File: src/rtl/jk_pkg.sv
// JK flip-flop command vocabulary shared by the counter and its cells.
// A command names the intended transition of one state bit; the helper
// functions translate it to the physical J/K pin pair.
package jk_pkg;

  // Two-bit command; the encoding deliberately equals {j,k}.
  typedef enum logic [1:0] {
    HOLD   = 2'b00,
    RESET  = 2'b01,
    SET    = 2'b10,
    TOGGLE = 2'b11
  } jk_cmd_t;

  // Map a command to the {j,k} pin pair driven into a jk_cell.
  function automatic logic [1:0] jk_cmd_to_jk(input jk_cmd_t cmd);
    logic [1:0] jk_bits;
    case (cmd)
      HOLD:    jk_bits = 2'b00;
      RESET:   jk_bits = 2'b01;
      SET:     jk_bits = 2'b10;
      TOGGLE:  jk_bits = 2'b11;
      default: jk_bits = 2'b00;
    endcase
    return jk_bits;
  endfunction

  // Command that forces a bit to a known value regardless of its present state.
  function automatic jk_cmd_t jk_cmd_force(input logic bit_value);
    jk_cmd_t cmd;
    if (bit_value) begin
      cmd = SET;
    end else begin
      cmd = RESET;
    end
    return cmd;
  endfunction

endpackage

File: src/rtl/jk_cell.sv
// Single JK flip-flop holding one counter state bit.
// Asynchronous active-low reset clears the bit to 0.
module jk_cell
  import jk_pkg::*;
(
  input  logic clk,
  input  logic RESET_N,
  input  logic j,
  input  logic k,
  output logic q
);

  // JK transition table: hold, reset, set, toggle.
  always_ff @(posedge clk or negedge RESET_N) begin
    if (!RESET_N) begin
      q <= 1'b0;
    end else begin
      case ({j, k})
        2'b00:   q <= q;
        2'b01:   q <= 1'b0;
        2'b10:   q <= 1'b1;
        2'b11:   q <= ~q;
        default: q <= q;
      endcase
    end
  end

endmodule

File: src/rtl/jk_sync_counter.sv
// Synchronous modulo-N up/down counter built from JK flip-flops.
// The state lives only in the jk_cell instances; this module decides, per
// bit, which JK command produces the next count, and registers the wrap
// pulse. Priority per cycle is clr > load > en > hold.
module jk_sync_counter
  import jk_pkg::*;
#(
  parameter int WIDTH   = 4,
  parameter int MODULUS = 10
) (
  input  logic             clk,
  input  logic             RESET_N,
  input  logic             en,
  input  logic             up,
  input  logic             load,
  input  logic             clr,
  input  logic [WIDTH-1:0] d,
  output logic [WIDTH-1:0] q,
  output logic             tc,
  output logic             wrap
);

  // Highest legal count, and the modulus widened so 2**WIDTH fits.
  localparam logic [WIDTH-1:0] MAX_Q   = WIDTH'(MODULUS - 1);
  localparam logic [WIDTH:0]   MOD_EXT = (WIDTH + 1)'(MODULUS);

  jk_cmd_t          cmd_s [WIDTH];
  logic [WIDTH-1:0] j_s;
  logic [WIDTH-1:0] k_s;
  logic [WIDTH-1:0] load_target_s;
  logic             wrap_next_s;
  logic             wrap_r;

  // Clamp an out-of-range load value to the top legal count.
  always_comb begin
    load_target_s = MAX_Q;
    if ({1'b0, d} < MOD_EXT) begin
      load_target_s = d;
    end else begin
      load_target_s = MAX_Q;
    end
  end

  // Per-bit JK command selection and wrap detection.
  always_comb begin
    logic ripple;
    ripple      = 1'b1;
    wrap_next_s = 1'b0;
    for (int i = 0; i < WIDTH; i++) begin
      cmd_s[i] = HOLD;
    end

    if (clr) begin
      for (int i = 0; i < WIDTH; i++) begin
        cmd_s[i] = RESET;
      end
    end else if (load) begin
      for (int i = 0; i < WIDTH; i++) begin
        cmd_s[i] = jk_cmd_force(load_target_s[i]);
      end
    end else if (en) begin
      if (up) begin
        if (q >= MAX_Q) begin
          // Top of range (or an illegal value above it): return to zero.
          // Only bits that are currently 1 need a RESET.
          for (int i = 0; i < WIDTH; i++) begin
            if (q[i]) begin
              cmd_s[i] = RESET;
            end else begin
              cmd_s[i] = HOLD;
            end
          end
          wrap_next_s = 1'b1;
        end else begin
          // Binary increment: a bit toggles when every lower bit is 1.
          for (int i = 0; i < WIDTH; i++) begin
            if (ripple) begin
              cmd_s[i] = TOGGLE;
            end else begin
              cmd_s[i] = HOLD;
            end
            ripple = ripple & q[i];
          end
        end
      end else begin
        if (q == {WIDTH{1'b0}}) begin
          // Underflow from zero wraps to the top count.
          for (int i = 0; i < WIDTH; i++) begin
            cmd_s[i] = jk_cmd_force(MAX_Q[i]);
          end
          wrap_next_s = 1'b1;
        end else if (q > MAX_Q) begin
          // Illegal value: recover to the top count without flagging a wrap.
          for (int i = 0; i < WIDTH; i++) begin
            cmd_s[i] = jk_cmd_force(MAX_Q[i]);
          end
        end else begin
          // Binary decrement: a bit toggles when every lower bit is 0.
          for (int i = 0; i < WIDTH; i++) begin
            if (ripple) begin
              cmd_s[i] = TOGGLE;
            end else begin
              cmd_s[i] = HOLD;
            end
            ripple = ripple & ~q[i];
          end
        end
      end
    end else begin
      for (int i = 0; i < WIDTH; i++) begin
        cmd_s[i] = HOLD;
      end
    end
  end

  // Translate the per-bit commands into J/K pin levels.
  always_comb begin
    logic [1:0] jk_bits;
    j_s = {WIDTH{1'b0}};
    k_s = {WIDTH{1'b0}};
    for (int i = 0; i < WIDTH; i++) begin
      jk_bits = jk_cmd_to_jk(cmd_s[i]);
      j_s[i]  = jk_bits[1];
      k_s[i]  = jk_bits[0];
    end
  end

  // One JK flip-flop per state bit.
  for (genvar gi = 0; gi < WIDTH; gi++) begin : g_cell
    jk_cell u_cell (
      .clk     (clk),
      .RESET_N (RESET_N),
      .j       (j_s[gi]),
      .k       (k_s[gi]),
      .q       (q[gi])
    );
  end

  // Wrap pulse: high for the cycle following each wrapping edge.
  always_ff @(posedge clk or negedge RESET_N) begin
    if (!RESET_N) begin
      wrap_r <= 1'b0;
    end else begin
      wrap_r <= wrap_next_s;
    end
  end

  assign wrap = wrap_r;

  // Terminal count looks only at the count direction, never at load/clr.
  assign tc = en & (up ? (q == MAX_Q) : (q == {WIDTH{1'b0}}));

endmodule

File: config.mk
export PLATFORM = sky130hd
export DESIGN_NAME = jk_sync_counter
export DESIGN_NICKNAME = d
export VERILOG_FILES = /design/src/rtl/jk_pkg.sv /design/src/rtl/jk_cell.sv /design/src/rtl/jk_sync_counter.sv
export SDC_FILE = /design/constraint.sdc
export NUM_CORES = 1
export LEC_CHECK = 0
export ABC_AREA = 1
export CELL_PAD_IN_SITES_DETAIL_PLACEMENT = 0
export CELL_PAD_IN_SITES_GLOBAL_PLACEMENT = 1
export CORE_UTILIZATION = 29
export CTS_CLUSTER_SIZE = 10
export DETAILED_ROUTE_END_ITERATION = 8
export PLACE_DENSITY = 0.79
export RECOVER_POWER = 25
export SETUP_SLACK_MARGIN = 0.1
export SLEW_MARGIN = 20
export SYNTH_ARGS = -nofsm -noshare
export SYNTH_HDL_FRONTEND = slang
export SYNTH_HIERARCHICAL = 1
export SYNTH_SLANG_ARGS = --single-unit
File: constraint.sdc
create_clock -name clk -period 1.5 [get_ports clk]
set_clock_uncertainty 0.1 [all_clocks]
set_input_delay 0.3 -clock clk [delete_from_list [all_inputs] [get_ports clk]]
set_output_delay 0.3 -clock clk [all_outputs]
set_load 0.03 [all_outputs]
==> flow_metrics.py, run 1 <==
metrics = {
    "sta": {
        "worst_slew_margin_rel_pct": 80.5,
        "drv_slew": 0,
        "period_share_pct": 111,
        "final_hold_violation_count": 0,
        "setup_tns_ns": -0.265,
        "setup_viol": 3,
        "timing.final.ws_setup_ns": -0.166,
        "hold-worst-slack_ns": 0.236,
        "rsz0062_at_grt": "true",
        "clock.fmax_mhz": 600,
        "worstMarginPinSlew_ns": 0.294,
        "post-route-min-period_ns": 1.67,
    },
    "finish": {
        "postLayoutCoreUtil_pct": 55.9,
        "number_of_antenna_cells_inserted": 0,
        "post_layout_nonfiller_instances": 165,
        "final_common_cell": "sky130_fd_sc_hd__nand2_1",
        "mostFrequentLayoutCells": "sky130_fd_sc_hd__nand2_1 (37), sky130_fd_sc_hd__inv_1 (15), sky130_fd_sc_hd__buf_4 (14), sky130_fd_sc_hd__buf_6 (11), sky130_fd_sc_hd__a21oi_1 (7)",
        "fillCellCount": 170,
        "numnets_final": 151,
        "final_layout_size_suffix_gt1_share_pct": 37.9,
        "synthToLayoutAreaGrowth_pct": 77.9,
    },
    "critical_path": {
        "worst_setup_path_start_kind": "register",
        "worstPathArrival_ns": 1.27,
        "critPathSlowestCell": "sky130_fd_sc_hd__dfrtp_2",
        "worstRegToRegCells": 10,
        "worst_path_cell_trace": "nor3_2, nand3_2, a21oi_4, buf_6",
        "critical_path_class": "register to output pin",
        "critical_path.startpoint": "g_cell[2].u_cell/q",
        "critical_path.max_stage_delay_ns": 0.44,
        "cp.buffers_inverters": 1,
        "worstSetupPathDepth": 4,
        "rr_startpoint": "g_cell[2].u_cell/q",
        "worstPathMaxFanout": 4,
        "cp.required_ns": 1.10,
        "worstSetupEndpointType": "output pin",
        "critPathTopFamily": "flip-flops",
    },
    "grt": {
        "grt_start_max_net_pins": 8,
        "grt_use_total_pct": 18.7,
        "grt_remaining_overflow": 0,
        "global_route_wire_length_before_repair_um": 2750,
        "grt_pass1_vias": 644,
        "grt_antenna_before_repair": 0,
    },
    "drt": {
        "route.detailed.drc": 0,
        "avgViaCountPerCell": 4.78,
        "detail_route.iter0.violations": 32,
        "dr_total_vias": 788,
        "avgRoutedWirePerCell_um": 10.3,
        "antenna_violating_nets_post_route": 0,
        "dr.pass1.iters": 4,
        "finalWirelength_um": 1700,
    },
    "power_and_ir_drop": {
        "power.combinational.fraction_pct": 54.7,
        "sequential_power_share_pct": 23.9,
        "power.total_mw": 0.740,
        "internal_power_mw": 0.443,
        "vdd_ir_drop_max_v": 0.000429,
        "p_clk_share_pct": 21.4,
        "cellLeakagePower_nw": 0.523,
        "switchingPower_mw": 0.296,
        "switching_share_of_total_power_pct": 40.1,
        "power.density_cell_area_nw_per_um2": 750,
    },
    "cts": {
        "cts.reportedPaths.clkPinSlew_ns": 0.05,
        "numCtsBuffers": 3,
        "clk_root_buffer_cell": "sky130_fd_sc_hd__clkbuf_4",
        "cts_max_path_buffers": 2,
        "clock-sinks": 5,
        "clock_insertion_delay_worst_skew_ns": 0.24,
        "cts_max_level": 1,
        "cts_tree": "done",
    },
    "logic_synthesis": {
        "syn_inst": 102,
        "post_synth_main_area_contributors": "sky130_fd_sc_hd__nand2_1 (26%), sky130_fd_sc_hd__dfrtp_1 (23%), sky130_fd_sc_hd__inv_1 (12%)",
        "netlist.top_cell.by_area": "sky130_fd_sc_hd__nand2_1",
        "synth.net_count": 112,
        "synth_sequential_area_ratio_pct": 22.6,
        "synth_top_area_share_pct": 25.7,
        "ys.warnings.count": 6,
        "postSynthRegisterBits": 5,
        "synth_cell_type_count": 18,
        "syn_area_um2": 554,
        "synth_area_per_cell_um2": 5.43,
    },
    "status": {
        "run_status": "complete, but fails checks",
        "failing_checks": "negative setup slack",
    },
    "placed_design": {
        "placement.io_buffers": 15,
        "gp_congestion": 0.972,
        "dp_hpwl_um": 1290,
        "post-place-cells": 155,
    },
    "floorplanning": {
        "std_cell_rows": 15,
        "start_util_pct": 31.4,
        "die_width_um": 45.7,
        "placeableCoreArea_um2": 1760,
        "fp.dieArea_um2": 2090,
        "floorplan.die.height_um": 45.7,
        "io-pin-count": 16,
    },
    "hold_path": {
        "hold_path_class": "primary input to async pin",
    },
    "run": {
        "maxCapViolations": 0,
    },
}
-- layer usage --
layer | part of all wire, % | vias up | wire (um) | global-route usage, %
met5 | 0 | - | 0 | 0
met4 | 3.4 | 0 | 57 | 12.4
met3 | 6.8 | 8 | 115 | 3.97
met2 | 47 | 41 | 792 | 27.4
met1 | 43 | 348 | 737 | 24.5
li1 | - | 391 | - | -
-- through the flow --
stage	setup WS, ns	instance area (um2)
after floorplan	-0.0165	578
after global placement	-0.258	845
after detailed placement	-0.258	845
after CTS	-0.167	937
after global routing	-0.233	986
final	-0.166	986
-- final cells by class --
| type | instances | area (um2) | area share (%) |
|---|---|---|---|
| inverters | 20 | 75.1 | 7.61 |
| repair buffers | 35 | 325 | 33.0 |
| multi-input cells | 76 | 398 | 40.4 |
| clock buffers | 4 | 26.3 | 2.66 |
| well taps | 25 | 31.3 | 3.17 |
| flip-flops and latches | 5 | 130 | 13.2 |
-- power by group through the flow --
stage          Combinational (mW)  Clock (mW)  Sequential (mW)
2_1_floorplan               0.149           0            0.209
3_3_place_gp                0.323           0            0.176
3_5_place_dp                0.322           0            0.175
4_1_cts                     0.370       0.165            0.175
5_1_grt                     0.442       0.176            0.177
6_report                    0.405       0.159            0.177
-- registers in the layout, summed over array words and instances (netlist names) --
signal and cells:
g_cell.u_cell/q 4, wrap 1
-- final timing paths --
kind,end,slack (ns)
setup reg to reg,g_cell[0].u_cell/q,-0.06
min in group clk,g_cell[2].u_cell/q,0.53
max in group asynchronous,g_cell[3].u_cell/q,0.86
setup / recovery,tc,-0.17
hold / removal,g_cell[1].u_cell/q,0.24
hold reg to reg,wrap,0.68
-- cell usage after synthesis (all sizes together) --
library cell	number
inv	20
nand3	8
nand2	40
buf	1
o21bai	2
o21ai	8
nand4	1
nor3	1
a21oi	8
nor2	7
dfrtp	5
or2	1
-- what timing repair did --
action,CTS,global route
setup endpoints to repair,9,9
gates resized for setup,15,10
setup buffers,3,4
hold buffers,0,0
pin swaps,3,5
-- cell families after synthesis --
| logic type | synth area share, % |
|---|---|
| AOI/OAI and AO/OA | 18.5 |
| buffers and inverters | 14.9 |
| DFF | 22.6 |
| and+or+nand+nor | 44.0 |
(Power assumes the default switching activity.)
==> run 2, diff against run 1 <==
Settings changed: CORE_UTILIZATION 29 to 31, PLACE_DENSITY 0.79 to 0.83.
Clock period 1.5 ns to 2 ns, I/O delays scaled along.
==> run 2 against run 1 <==
  * The flow now finishes without violations
  * Combinational power is 45% lower
  * Sequential power is 24% lower
  * Register-to-register slack better by 0.45 ns
  * Die area is 6.2% lower
  * Hold slack better by 0.11 ns
  * Core utilization is 3.8 points lower
  * Final cell count is 7.9% lower
  * First-iteration DRC count is 66% lower
  * Final area is 16% lower
  * Sequential cell count stayed put
  * Wire length is 10% lower
  * Setup slack better by 0.31 ns
  * Highest routed layer unchanged
==> flow_metrics.py, run 2 (synthesized netlist as in run 1, its figures left out) <==
metrics = {
    "drt": {
        "antenna_violating_nets_post_route": 0,
        "avgRoutedWirePerCell_um": 10.1,
        "detail_route.iter0.violations": 11,
        "dr_total_vias": 709,
        "finalWirelength_um": 1530,
        "dr.pass1.iters": 4,
        "route.detailed.drc": 0,
        "avgViaCountPerCell": 4.66,
    },
    "cts": {
        "hold_fix_buffers_at_cts": 0,
        "numCtsBuffers": 3,
        "cts_max_level": 1,
        "cts_max_path_buffers": 2,
        "clk_root_buffer_cell": "sky130_fd_sc_hd__clkbuf_4",
        "clock_insertion_delay_worst_skew_ns": 0.24,
        "cts_tree": "done",
        "cts.reportedPaths.clkPinSlew_ns": 0.04,
        "clock-sinks": 5,
    },
    "finish": {
        "numnets_final": 139,
        "synthToLayoutAreaGrowth_pct": 49.9,
        "fillCellCount": 167,
        "final_layout_size_suffix_gt1_share_pct": 22.7,
        "final_common_cell": "sky130_fd_sc_hd__nand2_1",
        "mostFrequentLayoutCells": "sky130_fd_sc_hd__nand2_1 (38), sky130_fd_sc_hd__inv_1 (16), sky130_fd_sc_hd__clkdlybuf4s50_1 (9), sky130_fd_sc_hd__buf_4 (8)",
        "fin_area_um2": 831,
        "flip_flop_count_of_the_largest_register_after_layout": 4,
        "max_flop_register": "g_cell.u_cell/q",
        "final-seq-area_um2": 129,
        "area_taken_by_multi_input_logic_gates_um2": 360,
        "number_of_antenna_cells_inserted": 0,
    },
    "grt": {
        "grt_remaining_overflow": 0,
        "grt_pass1_vias": 570,
        "global_route_wire_length_before_repair_um": 2480,
        "grt_use_total_pct": 17.4,
        "grt_start_max_net_pins": 9,
        "grt_antenna_before_repair": 0,
    },
    "critical_path": {
        "worstRegToRegCells": 10,
        "worstPathArrival_ns": 1.36,
        "worstSetupPathDepth": 1,
        "rr_startpoint": "g_cell[3].u_cell/q",
        "setup.worst_path.end": "q[3]",
        "cp.buffers_inverters": 1,
        "worstPathMaxFanout": 4,
        "critPathTopFamily": "buffers and inverters",
        "critical_path_class": "register to output pin",
        "timing.rr.end": "g_cell[0].u_cell/q",
        "critPathSlowestCell": "sky130_fd_sc_hd__clkdlybuf4s50_1",
        "critical_path.max_stage_delay_ns": 0.70,
        "worst_path_cell_trace": "clkdlybuf4s50_1",
        "critical_path.startpoint": "g_cell[3].u_cell/q",
        "worst_setup_path_start_kind": "register",
        "worstSetupEndpointType": "output pin",
        "cp.required_ns": 1.50,
        "rrSetupSlack_ns": 0.39,
    },
    "power_and_ir_drop": {
        "vdd_ir_drop_max_v": 0.000279,
        "power.density_cell_area_nw_per_um2": 566,
        "cellLeakagePower_nw": 0.456,
    },
    "sta": {
        "final_hold_violation_count": 0,
        "worstMarginPinSlew_ns": 0.338,
        "setup_tns_ns": 0,
        "setup_viol": 0,
        "post-route-min-period_ns": 1.86,
        "rsz0062_at_grt": "false",
        "period_share_pct": 92.8,
        "clock.fmax_mhz": 539,
        "worst_slew_margin_rel_pct": 77.4,
        "drv_slew": 0,
    },
    "floorplanning": {
        "floorplan.die.height_um": 44.3,
        "std_cell_rows": 14,
        "io-pin-count": 16,
        "die_width_um": 44.3,
        "fp.dieArea_um2": 1960,
        "start_util_pct": 34.8,
        "placeableCoreArea_um2": 1590,
    },
    "status": {
        "run_status": "complete, no violations",
    },
    "placed_design": {
        "gp_congestion": 0.812,
        "placement.io_buffers": 15,
        "place_area_um2": 766,
        "dp_hpwl_um": 1240,
    },
    "hold_path": {
        "hold_path_class": "primary input to async pin",
    },
    "run": {
        "maxCapViolations": 0,
    },
}
run 2: cell type report:
cell class	count	share of cell area (%)
Clock buffer	4	3.16
Timing Repair Buffer	23	25.3
Tap cell	24	3.61
Sequential cell	5	15.5
Multi-Input combinational cell	76	43.4
Inverter	20	9.04
run 2: power by group:
group	switching, mW	internal, mW	total [mW]
logic	0.129	0.0921	0.221
registers	0.0207	0.114	0.134
clock network	0.0394	0.0753	0.115
total	0.189	0.281	0.470
run 2: layer usage:
layer | GRT usage [%] | up-vias | wire length (um)
met4 | 6.67 | 0 | 28
met2 | 27.4 | 18 | 719
met3 | 4.90 | 2 | 57
li1 | - | 369 | -
met5 | 0 | - | 0
met1 | 22.6 | 320 | 724
run 2: per-stage QoR:
step                      hold slack (ns)  total power [mW]  setup WS (ns)  instances  util [%]
after floorplan                   0.00441             0.261          0.169        102         -
after global placement              0.533             0.343          0.110        145      48.0
after detailed placement            0.534             0.345          0.114        145      48.0
after CTS                           0.272             0.463          0.128        149      49.6
after global routing                0.351             0.510          0.107        152      52.1
final                               0.345             0.470          0.143        152      52.1
run 2: how the worst min path moves through the flow:
stage / to / slack, ns / cells after the start
floorplan: g_cell[0].u_cell/q / 0.004 / 0
global route: g_cell[3].u_cell/q / 0.35 / 1
global placement: g_cell[1].u_cell/q / 0.53 / 1
finish: g_cell[3].u_cell/q / 0.35 / 1
CTS: g_cell[1].u_cell/q / 0.27 / 1
detailed placement: g_cell[1].u_cell/q / 0.53 / 1
run 2: what timing repair did:
item | 4_1_cts | 5_1_grt
resized for setup | 4 | 8
pin swaps | 0 | 2
cloned | 0 | 0
setup buffers | 0 | 3
endpoints found under the setup margin | 4 | 1
run 2: worst register-to-register path: stages (launching register included):
cell                       delay (ns)
sky130_fd_sc_hd__dfrtp_1         0.42
sky130_fd_sc_hd__buf_4           0.16
sky130_fd_sc_hd__buf_4           0.14
sky130_fd_sc_hd__o21ai_1         0.15
sky130_fd_sc_hd__nand2_1         0.10
sky130_fd_sc_hd__nand2_2         0.09
sky130_fd_sc_hd__nand2_1         0.05
sky130_fd_sc_hd__o21bai_1        0.14
sky130_fd_sc_hd__inv_1           0.05
sky130_fd_sc_hd__nand2_1         0.05
sky130_fd_sc_hd__nand2_1         0.05
==> run 3, diff against run 2 <==
Settings changed: HOLD_SLACK_MARGIN set to 0.12, SKIP_LAST_GASP set to 1.
==> results of run 3 <==
The final DEF is identical to that of run 2; final timing and power are the same.
